$ cat src/rtl/cpu_control_sequencer.sv
// Micro-step controller for the 8-bit accumulator CPU: walks fetch/execute T-states from
// opcode and flags, drives one-cycle control strobes, stretches RAM steps on mem_rdy with timeout.
module cpu_control_sequencer #(
  parameter int MAX_WAIT = 15,
  parameter int WAIT_W   = 4
) (
  input  logic       clk,
  input  logic       rst,
  input  logic       ena,
  input  logic [3:0] opcode,
  input  logic       flag_c,
  input  logic       flag_z,
  input  logic       mem_rdy,
  output logic       pc_out,
  output logic       ir_out,
  output logic       a_out,
  output logic       alu_out,
  output logic       pc_inc,
  output logic       pc_load,
  output logic       mar_load,
  output logic       ir_load,
  output logic       a_load,
  output logic       b_load,
  output logic       out_load,
  output logic       flags_load,
  output logic       ram_rd,
  output logic       ram_wr,
  output logic       alu_sub,
  output logic       instr_done,
  output logic       halted,
  output logic       bus_err,
  output logic [2:0] tstate
);

  typedef enum logic [2:0] {
    F0   = 3'd0,
    F1   = 3'd1,
    E0   = 3'd2,
    E1   = 3'd3,
    E2   = 3'd4,
    HALT = 3'd7
  } state_t;

  typedef struct packed {
    logic pc_out, ir_out, a_out, alu_out;
    logic pc_inc, pc_load, mar_load, ir_load;
    logic a_load, b_load, out_load, flags_load;
    logic ram_rd, ram_wr, alu_sub, instr_done;
  } strobe_t;

  localparam logic [WAIT_W-1:0] WAIT_LAST = WAIT_W'(MAX_WAIT - 1);

  state_t            state, next;
  logic [WAIT_W-1:0] wait_cnt;
  logic              err_q;
  logic              wait_step, timeout;
  strobe_t           s;

  always_ff @(posedge clk) begin
    if (rst) begin
      state    <= F0;
      wait_cnt <= '0;
      err_q    <= 1'b0;
    end else if (ena) begin
      state    <= next;
      err_q    <= err_q | timeout;
      wait_cnt <= (wait_step && !mem_rdy && !timeout) ? wait_cnt + 1'b1 : '0;
    end
  end

  always_comb begin
    s         = '0;
    next      = state;
    wait_step = 1'b0;
    case (state)
      F0: begin
        s.pc_out   = 1'b1;
        s.mar_load = 1'b1;
        next       = F1;
      end
      F1: begin
        wait_step = 1'b1;
        s.ram_rd  = 1'b1;
        if (mem_rdy) begin
          s.ir_load = 1'b1;
          s.pc_inc  = 1'b1;
          next      = E0;
        end
      end
      E0: begin
        next         = F0;
        s.instr_done = 1'b1;
        case (opcode)
          4'h1, 4'h2, 4'h3, 4'h4: begin
            s.ir_out     = 1'b1;
            s.mar_load   = 1'b1;
            s.instr_done = 1'b0;
            next         = E1;
          end
          4'h5: begin
            s.ir_out = 1'b1;
            s.a_load = 1'b1;
          end
          4'h6: begin
            s.ir_out  = 1'b1;
            s.pc_load = 1'b1;
          end
          4'h7: begin
            s.ir_out  = flag_c;
            s.pc_load = flag_c;
          end
          4'h8: begin
            s.ir_out  = flag_z;
            s.pc_load = flag_z;
          end
          4'hE: begin
            s.a_out    = 1'b1;
            s.out_load = 1'b1;
          end
          4'hF: next = HALT;
          default: ;
        endcase
      end
      E1: begin
        wait_step = 1'b1;
        case (opcode)
          4'h1: begin
            s.ram_rd = 1'b1;
            if (mem_rdy) begin
              s.a_load     = 1'b1;
              s.instr_done = 1'b1;
              next         = F0;
            end
          end
          4'h2, 4'h3: begin
            s.ram_rd = 1'b1;
            if (mem_rdy) begin
              s.b_load = 1'b1;
              next     = E2;
            end
          end
          4'h4: begin
            s.a_out  = 1'b1;
            s.ram_wr = 1'b1;
            if (mem_rdy) begin
              s.instr_done = 1'b1;
              next         = F0;
            end
          end
          default: begin
            wait_step = 1'b0;
            next      = F0;
          end
        endcase
      end
      E2: begin
        s.alu_out    = 1'b1;
        s.a_load     = 1'b1;
        s.flags_load = 1'b1;
        s.alu_sub    = (opcode == 4'h3);
        s.instr_done = 1'b1;
        next         = F0;
      end
      HALT: next = HALT;
      default: next = F0;
    endcase
    // The cycle that would reach MAX_WAIT stalled cycles aborts to HALT instead.
    timeout = wait_step && !mem_rdy && (wait_cnt == WAIT_LAST);
    if (timeout) next = HALT;
  end

  strobe_t so;
  assign so = (rst || !ena) ? strobe_t'('0) : s;

  assign pc_out     = so.pc_out;
  assign ir_out     = so.ir_out;
  assign a_out      = so.a_out;
  assign alu_out    = so.alu_out;
  assign pc_inc     = so.pc_inc;
  assign pc_load    = so.pc_load;
  assign mar_load   = so.mar_load;
  assign ir_load    = so.ir_load;
  assign a_load     = so.a_load;
  assign b_load     = so.b_load;
  assign out_load   = so.out_load;
  assign flags_load = so.flags_load;
  assign ram_rd     = so.ram_rd;
  assign ram_wr     = so.ram_wr;
  assign alu_sub    = so.alu_sub;
  assign instr_done = so.instr_done;

  // Status outputs keep showing state when frozen, but read as zero under reset.
  assign halted  = !rst && (state == HALT);
  assign bus_err = !rst && err_q;
  assign tstate  = rst ? 3'd0 : state;

endmodule

$ cat config.mk
export PLATFORM = sky130hd
export DESIGN_NAME = cpu_control_sequencer
export DESIGN_NICKNAME = d
export VERILOG_FILES = /design/src/rtl/cpu_control_sequencer.sv
export SDC_FILE = /design/constraint.sdc
export NUM_CORES = 1
export LEC_CHECK = 0
export ABC_AREA = 1
export ABC_CLOCK_PERIOD_IN_PS = 1950
export CELL_PAD_IN_SITES_DETAIL_PLACEMENT = 1
export CELL_PAD_IN_SITES_GLOBAL_PLACEMENT = 1
export CORE_UTILIZATION = 30
export CTS_BUF_LIST = sky130_fd_sc_hd__clkbuf_4
export DETAILED_ROUTE_END_ITERATION = 16
export PLACE_DENSITY_LB_ADDON = 0.08
export REMOVE_ABC_BUFFERS = 1
export SYNTH_ARGS = -nofsm -noshare
export SYNTH_HDL_FRONTEND = slang
export SYNTH_SLANG_ARGS = --single-unit
$ cat constraint.sdc
create_clock -name clk -period 1.95 [get_ports clk]
set_clock_uncertainty 0.1 [all_clocks]
set_input_delay 0.4875 -clock clk [delete_from_list [all_inputs] [get_ports clk]]
set_output_delay 0.4875 -clock clk [all_outputs]
set_load 0.01 [all_outputs]
* Word level (Yosys, flattened, before mapping)
Index checks and enable logic that the tools add are counted.
** Cells by class
- Bitwise gates (word level) :: 1
- Reductions and logical operators :: 17
- Add/sub/neg operators :: 1
- Mux-type cells :: 37
- Eq/ne operators :: 19
** Operators by type and width (count)
- 1-bit two-way mux :: 19
- 4-bit by 3-bit equality test with 1-bit output (second input constant) :: 4
- 4-bit equality test (second input constant) :: 4
- 16-bit two-way mux :: 1
- 3-bit two-way mux :: 5
- 3-bit one-hot mux with 5 select lines :: 1
- 1-bit one-hot mux with 3 select lines :: 4
- 3-bit one-hot mux with 2 select lines :: 2
- 4-bit by 2-bit equality test with 1-bit output (second input constant) :: 2
- 4-bit inequality test (second input constant) :: 2
- 1-bit one-hot mux with 2 select lines :: 4
- 3-bit by 2-bit equality test with 1-bit output (second input constant) :: 2
- 3-bit equality test (second input constant) :: 2
- 6-bit OR reduction :: 1
- 1-bit logical AND :: 5
- 4-bit by 1-bit adder with 4-bit output (second input constant) :: 1
- 4-bit by 1-bit equality test with 1-bit output (second input constant) :: 1
- 1-bit zero test :: 4
- 4-bit two-way mux :: 1
- 4-bit AND reduction :: 1
- 2-bit OR reduction :: 2
- 4-bit OR reduction :: 1
- 3-bit by 1-bit equality test with 1-bit output (second input constant) :: 1
- 3-bit zero test :: 1
- other kinds (4) :: 4
** Storage, ports and cells
- Output and inout bits :: 21
- Flip-flop bits (word level) :: 8
- Logic and storage cells :: 78

* Depth between registers and ports, before layout
Gate-level depths: netlist of run 1.
- Depth in word-level cells :: 9
- Gate-level depth with buffers :: 10
- Mapped depth without buffers :: 9

* Worst setup path after synthesis of run 1
Ideal clock, no wire load.
- Path type :: input-to-output
- Start point :: input rst
- End point :: output pc_inc
- Arrival :: 1.575 ns
- Setup slack :: -0.212 ns
- Stages on the path :: 6
- Buffers on the path :: 3
- Cells stage by stage :: clkbuf_1 nor2_1 inv_2 buf_2 nor3_1 buf_4
** Between the ends
- Longest elaborated chain between the ends :: 2
** RTL lines
- from (decl) :: line 8 : input logic rst,
- 1-bit logical OR :: line 173 : assign so = (rst || !ena) ? strobe_t'('0) : s;
- 16-bit two-way mux :: line 173
- to (decl) :: line 18 : output logic pc_inc,
No other way between the ends.

* Worst setup path after layout of run 1
- Start point :: input opcode[3]
- End point :: output instr_done
** Between the ends
- Longest elaborated chain between the ends :: 5
** RTL lines
- from (decl) :: line 10 : input logic [3:0] opcode,
- 4-bit by 2-bit equality test with 1-bit output (tied with other cells) :: line 93 : case (opcode)
- 4-bit OR reduction (no line) / 2-bit OR reduction (equally long branches)
- 1-bit two-way mux, on equally long branches
- 1-bit one-hot mux with 3 select lines * :: line 75 : case (state)
- 16-bit two-way mux * :: line 173
- to (decl) :: line 29 : output logic instr_done,
Every way passes the cells marked *; elsewhere a longest branch is shown, timed or not.

==> flow_summary.yaml, run 1 <==
drt:
  routed_wl_um: 4090
  drcViolationCount: 0
  num_vias: 1158
  ant_nets: 0
  routed_via_density: 5.08
  drt_iter0_markers: 17
  first_pass_iters: 4
  wl_per_cell_um: 17.9
synth:
  syn_inst: 133
  synth_cell_types: 28
  ys_seq_elements: 8
  synth_area_um2: 815
  yosysWarnings: 0
  yosysSeqAreaShare: 0.197
  syn_area_per_cell_um2: 6.12
placed_design:
  port_buffers: 30
  gp_congestion: 0.866
  hpwl_um: 2360
min_path:
  holdCritPathClass: "flop to flop"
pwr:
  powerDensity_mw_per_mm2: 403
  p_leak_nw: 0.763
  peakVddDrop_v: 0.000423
timing:
  drv_slew: 0
  timing.hold.ws_ns: 0.394
  rsz0062_at_grt: "yes"
  maxSlewHeadroom: 0.824
  fmax_mhz: 488
  setup_slack_ns: -0.0990
  min_period_ns: 2.05
  finalCritPeriodShare: 1.05
  hold_violations: 0
  setup_viol_count_final: 6
  worst_pin_slew_ns: 0.263
die:
  start_util: 0.323
  std_cell_rows: 18
  die_h_um: 54.1
  io_pins: 31
  die_x_um: 54.1
  core_mm2: 0.00252
  dieArea_mm2: 0.00293
clocking:
  cts_sinks: 8
  root_buffer: "clkbuf_4"
  cts_tree: "done"
  clk_pin_slew_ns: 0.05
  htreeDepth: 1
  cts_buffers: 3
  cts_buffer_depth: 2
  cts_hold_buf: 0
  clk_latency_ns: 0.25
finish:
  layout_commonest_cell: "buf_4"
  final.fill_count: 330
  drive_above_1_share: 0.596
  layout_common_cells: "buf_4 (32), nand2_1 (19), nor2_1 (18), buf_2 (18), inv_1 (10)"
  area_delta_synth_final_pct: 84.9
  antennaDiodeCount: 0
  regArea_um2: 166
  nets: 212
  final_util: 0.597
  multi_input_area_um2: 676
outcome:
  outcome: "finished, violations left"
  violations: "negative setup slack"
setup_path:
  critPathMaxFanout: 4
  critical_path_class: "primary input to output pin"
  critPathLaunchType: "primary input"
  arrival_ns: 1.46
  required_ns: 1.36
  worstSetupEndpointType: "output pin"
global_routing:
  antenna_found_initial: 0
  grt_overflow: 0
  grt.total_usage: 0.259
  grt_pass1_vias: 1087
  grt_pass1_wl_um: 5360
  grt_max_degree: 9
run:
  cap_violations: 0
==> registers in the layout (all words and copies together) (netlist names) <==
register  flops
wait_cnt      4
state         3
err_q         1
==> final timing paths <==
check,start,cells after the start,to,slack [ns]
worst min-delay path,err_q,2,err_q,0.39
worst max register to register,state[2],10,state[0],0.30
worst min register to register,err_q,2,err_q,0.39
worst max-delay path,opcode[3],11,instr_done,-0.1
==> per-stage QoR <==
| stage | setup TNS [ns] | setup slack, ns | power (W) | cell area [um2] | std cells |
|---|---|---|---|---|---|
| 2_1_floorplan | 0 | 0.0991 | 0.000280 | 772 | 127 |
| 3_5_place_dp | -16.83 | -0.952 | 0.000412 | 1340 | 217 |
| 3_3_place_gp | -15.57 | -0.913 | 0.000405 | 1340 | 217 |
| 6_report | -0.272 | -0.0990 | 0.000607 | 1510 | 228 |
| 4_1_cts | -0.00828 | -0.00755 | 0.000569 | 1440 | 226 |
| 5_1_grt | -0.791 | -0.160 | 0.000640 | 1510 | 228 |
==> repair_timing <==
item,in CTS,in global routing
setup endpoints to repair,21,15
endpoints found under the hold margin,0,0
pin swaps,13,7
buffers inserted,8,2
resized for setup,146,24
==> power breakdown <==
part | internal, W | switching [W] | total, W
Combinational | 0.000131 | 0.000164 | 0.000295
Sequential | 0.000172 | 0.0000121 | 0.000184
Clock | 0.0000705 | 0.0000576 | 0.000128
Total | 0.000374 | 0.000233 | 0.000607
==> synthesized netlist by cell type <==
master / instances / area (um2)
nand2_1: 25 / 93.8
nor2_1: 25 / 93.8
inv_1: 17 / 63.8
nand3_1: 11 / 55.1
dfxtp_1: 8 / 160
nor3_1: 5 / 25.0
inv_2: 4 / 15.0
a21oi_1: 3 / 15.0
buf_4: 3 / 22.5
nand2_2: 3 / 18.8
nand3_2: 3 / 30.0
nand4_1: 3 / 18.8
a211oi_1: 2 / 15.0
ha_1: 2 / 25.0
nor2_2: 2 / 12.5
nor2_4: 2 / 22.5
o21ai_0: 2 / 10.0
o22ai_1: 2 / 12.5
xor2_1: 2 / 17.5
a21oi_2: 1 / 8.76
a31oi_1: 1 / 6.26
buf_2: 1 / 5.00
buf_6: 1 / 11.3
clkbuf_1: 1 / 3.75
nand2_4: 1 / 11.3
nand3_4: 1 / 17.5
nor3_4: 1 / 16.3
o211ai_1: 1 / 7.51
==> layout make-up <==
type / count / area share
multi-input cells: 98 / 0.449
repair buffers: 68 / 0.341
flip-flops and latches: 8 / 0.110
inverters: 21 / 0.0606
well taps: 30 / 0.0249
clock buffers: 3 / 0.0150
==> kinds of logic after synthesis <==
family / synth area share
AO/OA/AOI/OAI: 0.0922
XOR/XNOR: 0.0215
adder cells (fa/ha/maj): 0.0307
buffers and inverters: 0.149
flip-flops: 0.197
AND/OR/NAND/NOR: 0.510
==> critical path, stage by stage <==
cell     delay (ns)
buf_8          0.11
nor2_4         0.17
buf_6          0.13
nand2_4        0.06
inv_4          0.07
nor2_4         0.04
nand2_2        0.08
nand3_2        0.07
nand2_1        0.07
inv_1          0.03
buf_2          0.12
==> layer usage <==
layer	wire (um)	share of wire	track usage	vias up
met3	185	0.045	0.0565	8
met4	78	0.019	0.00427	0
met5	0	0	0	-
li1	-	-	-	549
met1	1740	0.43	0.341	565
met2	2080	0.51	0.455	36
Power figures use the tool's default switching activity.
==> run 2: changes to the inputs <==
--- a/config.mk
+++ b/config.mk
@@ -13,7 +13,6 @@
 export CTS_BUF_LIST = sky130_fd_sc_hd__clkbuf_4
 export DETAILED_ROUTE_END_ITERATION = 16
 export PLACE_DENSITY_LB_ADDON = 0.08
-export REMOVE_ABC_BUFFERS = 1
 export SYNTH_ARGS = -nofsm -noshare
 export SYNTH_HDL_FRONTEND = slang
 export SYNTH_SLANG_ARGS = --single-unit
==> flow_summary.yaml, run 2 (synthesized netlist as in run 1, its figures left out) <==
outcome:
  outcome: "finished, violations left"
  violations: "negative setup slack"
clocking:
  cts_buffer_depth: 2
  cts_hold_buf: 0
  clk_latency_ns: 0.28
  cts_tree: "done"
  root_buffer: "clkbuf_4"
  cts_sinks: 8
  htreeDepth: 1
  cts_buffers: 3
  clk_pin_slew_ns: 0.06
drt:
  wl_met1_um: 1740
  routed_wl_um: 4640
  drcViolationCount: 0
  routed_via_density: 5.52
  drt_iter0_markers: 38
  num_vias: 1303
  ant_nets: 0
  first_pass_iters: 4
  dr_wl_met2_um: 2350
  wl_per_cell_um: 19.7
  route.met3.wl_um: 351
  highest_layer: "met4"
die:
  io_pins: 31
  core_mm2: 0.00252
  dieArea_mm2: 0.00293
  die_h_um: 54.1
  die_x_um: 54.1
  std_cell_rows: 18
  start_util: 0.323
finish:
  area_delta_synth_final_pct: 102
  top_register: "wait_cnt"
  layout_common_cells: "buf_4 (39), nor2_1 (19), nand2_1 (18)"
  antennaDiodeCount: 0
  largestRegisters: "wait_cnt x4, state x3, err_q x1"
  multi_input_area_um2: 708
  drive_above_1_share: 0.612
  regArea_um2: 169
  final.fill_count: 318
  layout_commonest_cell: "buf_4"
  largest_reg_flops: 4
  post-route-cell-area_mm2: 0.00164
  fin_cells: 236
  nets: 220
setup_path:
  arrival_ns: 1.46
  critPathMaxFanout: 4
  critPathLaunchType: "flop"
  r2r_end: "state[2]"
  r2r-start: "state[2]"
  critical_path_class: "flop to output pin"
  required_ns: 1.36
  reg2reg_setup_slack_ns: 0.31
  r2r_cells: 10
  worstSetupEndpointType: "output pin"
timing:
  rsz0062_at_grt: "yes"
  setup_tns_ns: -0.300
  setup_slack_ns: -0.101
  worst_pin_slew_ns: 0.273
  setup_viol_count_final: 9
  fmax_mhz: 488
  maxSlewHeadroom: 0.818
  min_period_ns: 2.05
  drv_slew: 0
  finalCritPeriodShare: 1.05
  hold_violations: 0
min_path:
  hold_depth: 2
  holdCritPathClass: "flop to flop"
  hp-start: "err_q"
  min_to: "err_q"
placed_design:
  placed_area_mm2: 0.00135
  hpwl_um: 2290
  port_buffers: 30
  place_ws_ns: -0.911
  gp_congestion: 0.791
  dpl.cell_count: 216
synth:
  synth_nets: 145
global_routing:
  grt_max_degree: 8
  grt_overflow: 0
  grt_pass1_wl_um: 5310
  grt_pass1_vias: 1121
  antenna_found_initial: 0
  grt.total_usage: 0.270
pwr:
  peakVddDrop_v: 0.000470
  p_leak_nw: 0.831
  powerDensity_mw_per_mm2: 406
  power.total_w: 0.000667
run:
  cap_violations: 0
-- run 2: through the flow --
stage	utilization	hold WS, ns
CTS	0.564	0.407
finish	0.651	0.412
global placement	0.537	0.371
global route	0.651	0.445
detailed placement	0.537	0.400
floorplan	-	0.356
-- run 2: worst max path at each step --
| stage | slack (ns) | start | endpoint | cells after the start |
|---|---|---|---|---|
| floorplan | -0.04 | rst | pc_inc | 6 |
| global placement | -0.85 | opcode[3] | a_load | 7 |
| detailed placement | -0.91 | opcode[3] | a_load | 7 |
| CTS | -0.02 | state[0] | a_load | 6 |
| global route | -0.14 | state[0] | a_out | 5 |
| finish | -0.10 | state[0] | a_out | 5 |
-- run 2: critical path, stage by stage (launching register included) --
cell and delay, ns:
dfxtp_2 0.35, inv_4 0.06, nor3_4 0.27, nand2_1 0.13, a21oi_1 0.20, buf_2 0.17
-- run 2: report_power, final --
part           switching, W  total (W)  internal [W]
Clock             0.0000724   0.000144     0.0000715
Combinational      0.000186   0.000340      0.000154
Sequential        0.0000108   0.000182      0.000172
-- run 2: area by class of cell --
| cell class | instances | share of cell area |
|---|---|---|
| multi-input cells | 98 | 0.431 |
| clock buffers | 3 | 0.0137 |
| flip-flops and latches | 8 | 0.103 |
| inverters | 21 | 0.0617 |
| well taps | 30 | 0.0228 |
| repair buffers | 76 | 0.368 |
-- run 2: what timing repair did --
item                                    in CTS  in global routing
resized for setup                          121                 57
endpoints found under the setup margin      21                 15
pin swaps                                   12                 21
buffers inserted                            10                  7
-- run 2: routing by layer --
metal / GRT usage / vias up
li1: - / 573
met1: 0.313 / 636
met2: 0.471 / 72
met3: 0.0734 / 22
met4: 0.0897 / 0
met5: 0 / -
==> run 3: changes to the inputs <==
--- a/config.mk
+++ b/config.mk
@@ -11,8 +11,10 @@
 export CELL_PAD_IN_SITES_GLOBAL_PLACEMENT = 1
 export CORE_UTILIZATION = 30
 export CTS_BUF_LIST = sky130_fd_sc_hd__clkbuf_4
+export CTS_CLUSTER_SIZE = 40
 export DETAILED_ROUTE_END_ITERATION = 16
 export PLACE_DENSITY_LB_ADDON = 0.08
+export RECOVER_POWER = 50
 export SYNTH_ARGS = -nofsm -noshare
 export SYNTH_HDL_FRONTEND = slang
 export SYNTH_SLANG_ARGS = --single-unit
==> flow_summary.yaml, run 3 (synthesized netlist as in run 1, its figures left out) <==
die:
  dieArea_mm2: 0.00293
  die_x_um: 54.1
  core_mm2: 0.00252
  std_cell_rows: 18
  die_h_um: 54.1
  io_pins: 31
  start_util: 0.323
drt:
  routed_wl_um: 4620
  ant_nets: 0
  wl_per_cell_um: 19.6
  num_vias: 1293
  drcViolationCount: 0
  routed_via_density: 5.48
  first_pass_iters: 4
  drt_iter0_markers: 41
run:
  cap_violations: 0
timing:
  setup_slack_ns: -0.0966
  fmax_mhz: 489
  rsz0062_at_grt: "yes"
  finalCritPeriodShare: 1.05
  worst_pin_slew_ns: 0.273
  maxSlewHeadroom: 0.818
  setup_tns_ns: -0.279
  drv_slew: 0
  hold_violations: 0
  min_period_ns: 2.05
  setup_viol_count_final: 9
finish:
  drive_above_1_share: 0.583
  layout_common_cells: "buf_4 (38), nor2_1 (20), nand2_1 (20)"
  layout_commonest_cell: "buf_4"
  final.fill_count: 323
  post-route-cell-area_mm2: 0.00161
  largest_reg_flops: 4
  largestRegisters: "wait_cnt x4, state x3, err_q x1"
  antennaDiodeCount: 0
  regArea_um2: 169
  top_register: "wait_cnt"
  nets: 220
  area_delta_synth_final_pct: 98.0
  multi_input_area_um2: 682
clocking:
  cts_tree: "done"
  htreeDepth: 1
  cts_buffers: 3
  root_buffer: "clkbuf_4"
  cts_hold_buf: 0
  clk_latency_ns: 0.28
  clk_pin_slew_ns: 0.06
  cts_sinks: 8
  cts_buffer_depth: 2
setup_path:
  arrival_ns: 1.46
  required_ns: 1.36
  critPathMaxFanout: 4
  critPathLaunchType: "flop"
  worstSetupEndpointType: "output pin"
  path_cells: "inv_4 -> nand3_4 -> inv_4 -> buf_4 -> nand2_2 -> a21oi_1 -> buf_2"
  max_stage_delay_ns: 0.37
  crit_top_cell: "inv_4"
  critPathBufInv: 4
  critical_path_class: "flop to output pin"
  crit_family: "buffers and inverters"
  cpMaxStageDelayCell: "dfxtp_4"
global_routing:
  grt_pass1_vias: 1121
  grt_overflow: 0
  antenna_found_initial: 0
  grt_max_degree: 8
  grt_pass1_wl_um: 5310
  grt.total_usage: 0.270
min_path:
  holdCritPathClass: "flop to flop"
outcome:
  violations: "negative setup slack"
  outcome: "finished, violations left"
pwr:
  peakVddDrop_v: 0.000466
  power.total_w: 0.000658
  powerDensity_mw_per_mm2: 408
  p_leak_nw: 0.826
placed_design:
  gp_congestion: 0.791
  place_ws_ns: -0.911
  hpwl_um: 2290
  port_buffers: 30
  placed_area_mm2: 0.00135
synth:
  synth_nets: 145
run 3: cell count changes in the layout (fill, tap and decap cells not counted), sizes merged:
cell    delta
clkbuf     +1
buf        -1
run 3: per-layer routing:
layer / vias to the layer above / wire length, um / track usage
li1: 571 / - / -
met1: 636 / 1750 / 0.313
met2: 66 / 2360 / 0.471
met3: 20 / 326 / 0.0734
met4: 0 / 187 / 0.0897
met5: - / 0 / 0
run 3: path summary, 6_finish.rpt:
path / start / end / slack (ns) / depth (start not counted)
max reg2reg: state[2] / wait_cnt[0] / 0.14 / 9
max: state[2] / a_out / -0.1 / 7
min: err_q / err_q / 0.41 / 2
min reg2reg: err_q / err_q / 0.41 / 2
run 3: final cells by class:
cell class | count | share of cell area
multi-input cells | 98 | 0.423
flip-flops and latches | 8 | 0.105
well taps | 30 | 0.0233
clock buffers | 3 | 0.0140
inverters | 21 | 0.0628
repair buffers | 76 | 0.372
run 3: repair_timing:
action,CTS,global route
hold endpoints to repair,0,0
setup buffers,10,7
setup endpoints to repair,21,15
pin swaps,12,21
resized for setup,121,57
run 3: worst min-delay path, stage by stage (launching register included):
cell	delay, ns
dfxtp_1	0.30
inv_1	0.07
o22ai_1	0.09
run 3: power by group:
part           switching (W)  leakage, nW  internal, W
registers          0.0000108       0.0670     0.000172
clock network      0.0000732       0.0138    0.0000715
logic               0.000181        0.745     0.000150
run 3: stage by stage:
stage	hold WS [ns]	std cells	utilization
floorplan	0.356	133	-
global placement	0.371	216	0.537
detailed placement	0.400	216	0.537
CTS	0.407	229	0.564
global route	0.445	236	0.639
finish	0.412	236	0.639
